$ cat config.mk
export PLATFORM = sky130hd
export DESIGN_NAME = down_counter_4bit
export DESIGN_NICKNAME = d
export VERILOG_FILES = /design/src/rtl/down_counter_4bit.sv
export SDC_FILE = /design/constraint.sdc
export NUM_CORES = 1
export LEC_CHECK = 0
export CORE_AREA = 3 3 40 42
export DETAILED_ROUTE_END_ITERATION = 12
export DIE_AREA = 0 0 43 45
export DONT_BUFFER_PORTS = 1
export PLACE_DENSITY = 0.54
export SKIP_CTS_REPAIR_TIMING = 1
export SYNTH_ARGS = -nofsm -noshare
export SYNTH_HDL_FRONTEND = slang
export SYNTH_SLANG_ARGS = --single-unit
$ cat constraint.sdc
create_clock -name clk -period 1.4 [get_ports clk]
set_input_delay 0.14 -clock clk [delete_from_list [all_inputs] [get_ports clk]]
set_output_delay 0.14 -clock clk [all_outputs]
set_load 0.005 [all_outputs]
$ cat src/rtl/down_counter_4bit.sv
// ---------------------------------------------------------------------------
// down_counter_4bit
//
// Loadable down-counter with a small IDLE/RUN/DONE controller. A load request
// with a non-zero value starts a countdown; each enabled cycle in RUN
// decrements the count. When the count reaches zero the controller spends
// exactly one cycle in DONE, pulsing done, and then returns to IDLE (or, with
// auto-reload, restarts from the last loaded value). A load request is
// honoured in every state and overrides any decrement or reload.
//
// Build option:
//   DOWN_COUNTER_AUTO_RELOAD_EN - when defined, the last non-zero value
//   accepted by a load is kept in a reload register, and DONE restarts the
//   countdown from it instead of returning to IDLE.
//
// Parameters:
//   WIDTH     count width in bits, legal range 2..16 (default 4)
//
// Ports:
//   clk       clock, all state changes on its rising edge
//   rst_n     asynchronous active-low reset (count=0, IDLE)
//   load      load request, samples load_val on this edge
//   load_val  start value for the countdown
//   enable    decrement permission while running (ignored outside RUN)
//   count     current count, registered
//   busy      high while in RUN, registered
//   done      one-cycle pulse while in DONE, registered
//   zero      combinational, high when count == 0
// ---------------------------------------------------------------------------
module down_counter_4bit #(
    parameter int WIDTH = 4
) (
    input  logic             clk,
    input  logic             rst_n,
    input  logic             load,
    input  logic [WIDTH-1:0] load_val,
    input  logic             enable,
    output logic [WIDTH-1:0] count,
    output logic             busy,
    output logic             done,
    output logic             zero
);

    typedef enum logic [1:0] {
        IDLE = 2'd0,
        RUN  = 2'd1,
        DONE = 2'd2
    } state_t;

    state_t state;

    localparam logic [WIDTH-1:0] ONE = WIDTH'(1);

`ifdef DOWN_COUNTER_AUTO_RELOAD_EN
    logic [WIDTH-1:0] reload;
`endif

    // busy and done are registered alongside the state so each is a clean
    // flop output that always agrees with the state entered on the same edge.
    // NOTE: every register here is written with <= so all of them update from
    // the same pre-edge values; blocking assignments would let later
    // statements see half-updated state.
    always_ff @(posedge clk or negedge rst_n) begin
        // NOTE: the reset branch sits in the sensitivity list so it acts at
        // once, without a clock; every register, including the reload value,
        // gets a defined reset so no countdown survives a reset.
        if (!rst_n) begin
            state <= IDLE;
            count <= '0;
            busy  <= 1'b0;
            done  <= 1'b0;
`ifdef DOWN_COUNTER_AUTO_RELOAD_EN
            reload <= '0;
`endif
        end else if (load) begin
            // A load wins in every state. Loading zero means "nothing to
            // count": park in IDLE without a done pulse.
            count <= load_val;
            done  <= 1'b0;
            if (load_val != '0) begin
                state <= RUN;
                busy  <= 1'b1;
`ifdef DOWN_COUNTER_AUTO_RELOAD_EN
                reload <= load_val;
`endif
            end else begin
                state <= IDLE;
                busy  <= 1'b0;
            end
        end else begin
            case (state)
                IDLE: begin
                    busy <= 1'b0;
                    done <= 1'b0;
                end

                RUN: begin
                    // RUN is only ever entered with a non-zero count, so
                    // stepping from 1 to 0 is the only way out and the count
                    // cannot wrap.
                    if (enable) begin
                        if (count == ONE) begin
                            count <= '0;
                            state <= DONE;
                            busy  <= 1'b0;
                            done  <= 1'b1;
                        end else begin
                            count <= count - ONE;
                        end
                    end
                end

                DONE: begin
                    done <= 1'b0;
`ifdef DOWN_COUNTER_AUTO_RELOAD_EN
                    // DONE is reachable only after a non-zero load, so the
                    // reload value is non-zero here; the guard just keeps
                    // the controller out of RUN with a zero count.
                    if (reload != '0) begin
                        count <= reload;
                        state <= RUN;
                        busy  <= 1'b1;
                    end else begin
                        state <= IDLE;
                        busy  <= 1'b0;
                    end
`else
                    state <= IDLE;
                    busy  <= 1'b0;
`endif
                end

                default: begin
                    state <= IDLE;
                    count <= '0;
                    busy  <= 1'b0;
                    done  <= 1'b0;
                end
            endcase
        end
    end

    assign zero = (count == '0);

endmodule
## Yosys cells after proc, flatten, opt, wreduce, memory -nomap -nowiden

Index checks and enable logic that the tools add are counted.

- Add/sub/neg operators: 1
- Eq/ne operators: 7
- Muxes and demuxes: 18
- Reduce and logical (&&, ||, !) cells: 7

Operator list:

| kind | count |
|---|---|
| $mux 4 | 3 |
| $mux 1 | 10 |
| $pmux 4 s2 | 1 |
| $mux 2 | 3 |
| $ne 3x3->1 const B | 2 |
| $eq 4x1->1 const B | 1 |
| $logic_not 4->1 | 1 |
| $pmux 2 s2 | 1 |
| $reduce_and 2->1 | 2 |
| $reduce_bool 4->1 | 1 |
| $sub 4x1->4 const B | 1 |
| $reduce_and 3->1 | 1 |
| $eq 2x1->1 const B | 1 |
| $eq 2x2->1 const B | 1 |
| $logic_not 2->1 | 1 |
| $ne 2x1->1 const B | 1 |
| $ne 2x2->1 const B | 1 |
| $reduce_or 2->1 | 1 |

- Register bits after elaboration: 8
- Output and inout bits: 7
- Word-level logic and storage cells: 37

## Depth between registers and ports, before layout

- Depth in word-level cells: 5
- Gate-level depth with buffers: 5
- Gate-level depth less buffers: 5

## Worst setup path after synthesis

No wires, ideal clock.

- Kind: reg-to-reg
- Start point: register state[1]
- End point: register count[0]
- Arrival: 1.196 ns
- Slack: 0.131 ns
- Stages on the path, launching flop included: 5
- Path buffers: 1
- Cell sequence: dfrtp_1 > or3b_1 > buf_2 > a211oi_2 > a2bb2oi_2

- Cells in the longest elaborated chain, start to end: 4
- Elaborated cells between the ends (all ways): 9
- Those cells by class: eq/ne (4); mux (2); reduce/logical (3)

RTL lines:

| what | line | RTL |
|---|---|---|
| from (decl) | 50 | `state_t state;` |
| from (signal assigned) | 68 | `state <= IDLE;` |
| from (signal assigned) | 81 | `state <= RUN;` |
| from (signal assigned) | 87 | `state <= IDLE;` |
| $eq 2x2->1 or $logic_not 2->1 (tied branches) | 91 | `case (state)` |
| $reduce_or 2->1 (no line) | n/a |  |
| $pmux 4 s2 or $ne 2x1->1 (tied branches) | n/a |  |
| $mux 4 or $reduce_and 2->1 (tied branches) | n/a |  |
| to (signal assigned) | 78 | `count <= load_val;` |
| to (signal assigned) | 108 | `count <= count - ONE;` |
| to (decl) | 38 | `output logic [WIDTH-1:0] count,` |

Parallel ways exist; a longest one is shown, timed or not.
A chain may end at the register's enable or synchronous reset.

## Worst setup path in the final report

Same ends and word-level chain as after synthesis.

==> out/summary.md <==
Based on the critical path, the design can be clocked at up to 0.7708 GHz. After synthesis, the cell types taking the most area are sky130_fd_sc_hd__dfrtp_1 (43%), sky130_fd_sc_hd__ha_1 (8.0%), sky130_fd_sc_hd__nand2_1 (4.0%). The global-route wire length before repair came out at 1.835 mm.

Summed over all nets, the half-perimeter wirelength after detailed placement is 849.5 um. In the final design database the tool counted 67 nets. TritonCTS built the clock tree. The analysis attributes to cell leakage a power of 0.2373 nW. By count the netlist is led by sky130_fd_sc_hd__dfrtp_1 (8), sky130_fd_sc_hd__nand2_1 (5), sky130_fd_sc_hd__ha_1 (3), sky130_fd_sc_hd__inv_1 (3), sky130_fd_sc_hd__nor2_1 (3). The share of synthesized flip-flops with an asynchronous set or reset was 1.000; the arrival time at the worst endpoint was 1.48 ns. The power per cell area is 1215 mW/mm2, and the area of the core region is 0.001285 mm2. Largest area contributor in the netlist: sky130_fd_sc_hd__dfrtp_1. The area overhead of the layout relative to synthesis works out to 17.38%.

Clock-pin slew was measured on the worst setup and hold paths at 0.05 ns. The highest net fanout along the worst path works out to 6. The run gives 0.4275 as the final design utilization. After synthesis the cells add up to 467.9 um2. For the via count of the first global-routing pass, the log shows 402.

Before CTS, the worst setup slack after placement is 0.06238 ns. After detailed routing, the number of vias per cell comes to 5.710. After floorplanning, the core was divided into 13 placement rows.

Setup repair after global routing left no endpoint under its margin. The portion of the clock cycle consumed by the worst path in the final layout is 0.9267, and the I/O pin count is 15. The tools report the clock tree skew after final layout as 0.004610 ns. Port buffer count: 0. Entering global routing, the biggest net connects 12 pins. The class of the tightest hold or removal check was input pin to flip-flop. Yosys mapped the design onto 24 distinct sky130hd cell types. For this run, the number of Yosys warnings is 0. Final number of hold-violating endpoints: 0. The horizontal extent of the die came out at 43 um. The worst setup path is captured at a flip-flop. For the number of vias in the routed layout, the log shows 394.

VDD sags by at most 0.5761 mV. Overall power consumption: 0.6671 mW. The floorplan step defined a die boundary enclosing 0.001935 mm2. The kind of launch point of the worst setup path was a flip-flop. The clock passes through at most 2 buffers. Count of maximum capacitance violations: 0. Across all hold checks on the routed design, the worst slack comes to 0.05068 ns. The top flip-flop cell by instance count after synthesis was sky130_fd_sc_hd__dfrtp_1. The share of post-route cells with drive strength above 1 is 0.2222.

All-layer global routing usage: 0.1337. The run gives 0 as the overflow left after global routing. Counting I/O delays and the setup requirement, the final critical path takes 1.297 ns. The tools report the TritonCTS buffer count as 3. Summing all non-filler instances in the final layout gives an area of 549.3 um2. Summed over all failing endpoints, the final setup total negative slack is 0 ns. A synthesized cell averages 9.956 um2.

The residual DRC count was 0. Slack of the critical path: 0.1026 ns. For the pin with the worst max-slew slack, the measured transition is 0.4637 ns. Once placement completed, the tool counted placed cells totaling 64. After detailed routing, the average wire length per cell comes to 15.45 um.

In this run, synthesis inferred 0 flip-flops with an integrated enable. The area fraction of the dominant cell type after synthesis is 0.4278. The run gives 1.066 mm as the aggregate routed wire length. The pre-antenna-repair detailed-routing pass consisted of 4 iterations. Remaining max-slew budget at the tightest pin: 0.6868. The run gives 0 as the count of antenna diodes in the layout. The buffer type at the clock tree root is sky130_fd_sc_hd__clkbuf_4. The run gives 69 as the number of non-filler instances in the completed layout. The tools report the number of sinks handled by clock tree synthesis as 8. The required time at the worst-slack endpoint was 1.58 ns; the layout filler cell count was 123. Synthesis produced 47 cells. Synthesis inferred 8 register bits. The critical path is of the flip-flop to flip-flop type. Clock network latency to the later pin of the worst-skew pair: 0.25 ns. The number of antenna violations at the first check in global routing is 0.

The count of nets left with antenna violations once routing finished came out at 0. The logs give 0.8021 for the placer congestion estimate and 1 for the maximum level of the CTS H-tree. Among all cell types in the netlist, the one instantiated most often is sky130_fd_sc_hd__dfrtp_1. The placed instance area is 506.7 um2.

The initial core utilization was 0.3642. The flow ran to the end, and the final reports show no timing, DRC or antenna violations. The total setup violations reported at the end of the flow was 0. The first-iteration detailed-routing DRC count is 8.

The sequential cell area fraction in the yosys report was 0.4278. The die height was 45 um. Max-slew violation total from the final report: 0. The run gives 58 as the number of nets in the synthesized netlist.
## flip-flops by register name, summed over array words and instances, names as in the netlist
| signal | cells |
|---|---|
| busy | 1 |
| count | 4 |
| done | 1 |
| state | 2 |
## worst max-delay path: stages, from the launching register on
cell and delay [ns]:
sky130_fd_sc_hd__dfrtp_1 0.39, sky130_fd_sc_hd__or3b_4 0.44, sky130_fd_sc_hd__a211oi_2 0.24, sky130_fd_sc_hd__a2bb2oi_2 0.15
## logic make-up after synthesis
kind of cell | after synthesis | share of synthesized area
mux | 1 | 0.02406
flops | 8 | 0.4278
fa+ha+maj | 3 | 0.08022
buf+inv | 5 | 0.04545
simple gates | 17 | 0.1952
compound gates | 13 | 0.2273
## power by group
part / switching, mW / internal (mW)
Combinational: 0.100 / 0.100
Clock: 0.0743 / 0.0978
Sequential: 0.0324 / 0.262
Total: 0.207 / 0.460
## area by class of cell
type	instances	area, um2	share of cell area
timing repair buffer	6	47.55	0.08656
tap	15	18.77	0.03417
sequential	8	200.2	0.3645
inverter	3	11.26	0.02050
clock buffer	3	22.52	0.04100
multi-input combinational	34	249.0	0.4533
## per-layer routing
metal / track usage / vias up / wire (um)
li1: - / 188 / -
met5: 0 / - / 0
met4: 0.09036 / 0 / 22
met3: 0.08367 / 4 / 132
met2: 0.2156 / 14 / 493
met1: 0.1266 / 188 / 417
## layout by cell type, fill, tap and decap left out, drive strengths merged
cell type / count
mux2: 1
nor3: 2
a21oi: 1
nor2: 3
nand4bb: 1
o21a: 1
o21ai: 2
and2: 1
or3b: 1
a211oi: 1
dlygate4sd3: 1
a2bb2oi: 1
nand2: 5
buf: 5
dfrtp: 8
o2bb2ai: 2
a32oi: 2
clkbuf: 3
nand2b: 1
o22ai: 2
ha: 3
nor3b: 1
nor2b: 1
o41ai: 1
nand3: 1
inv: 3
## path summary, 6_finish.rpt
kind | start | end | slack [ns] | cells after the start
max | state[1]$_DFFE_PN0P_ | count[0]$_DFFE_PN0P_ | 0.10 | 3
min | load_val[2] | busy$_DFFE_PN0P_ | 0.05 | 2
max reg2reg | state[1]$_DFFE_PN0P_ | count[0]$_DFFE_PN0P_ | 0.10 | 3
min reg2reg | busy$_DFFE_PN0P_ | busy$_DFFE_PN0P_ | 0.53 | 2
max in group asynchronous | rst_n | done$_DFFE_PN0P_ | 0.90 | 1
min in group asynchronous | rst_n | busy$_DFFE_PN0P_ | 0.23 | 1
Power figures use the tool's default switching activity.
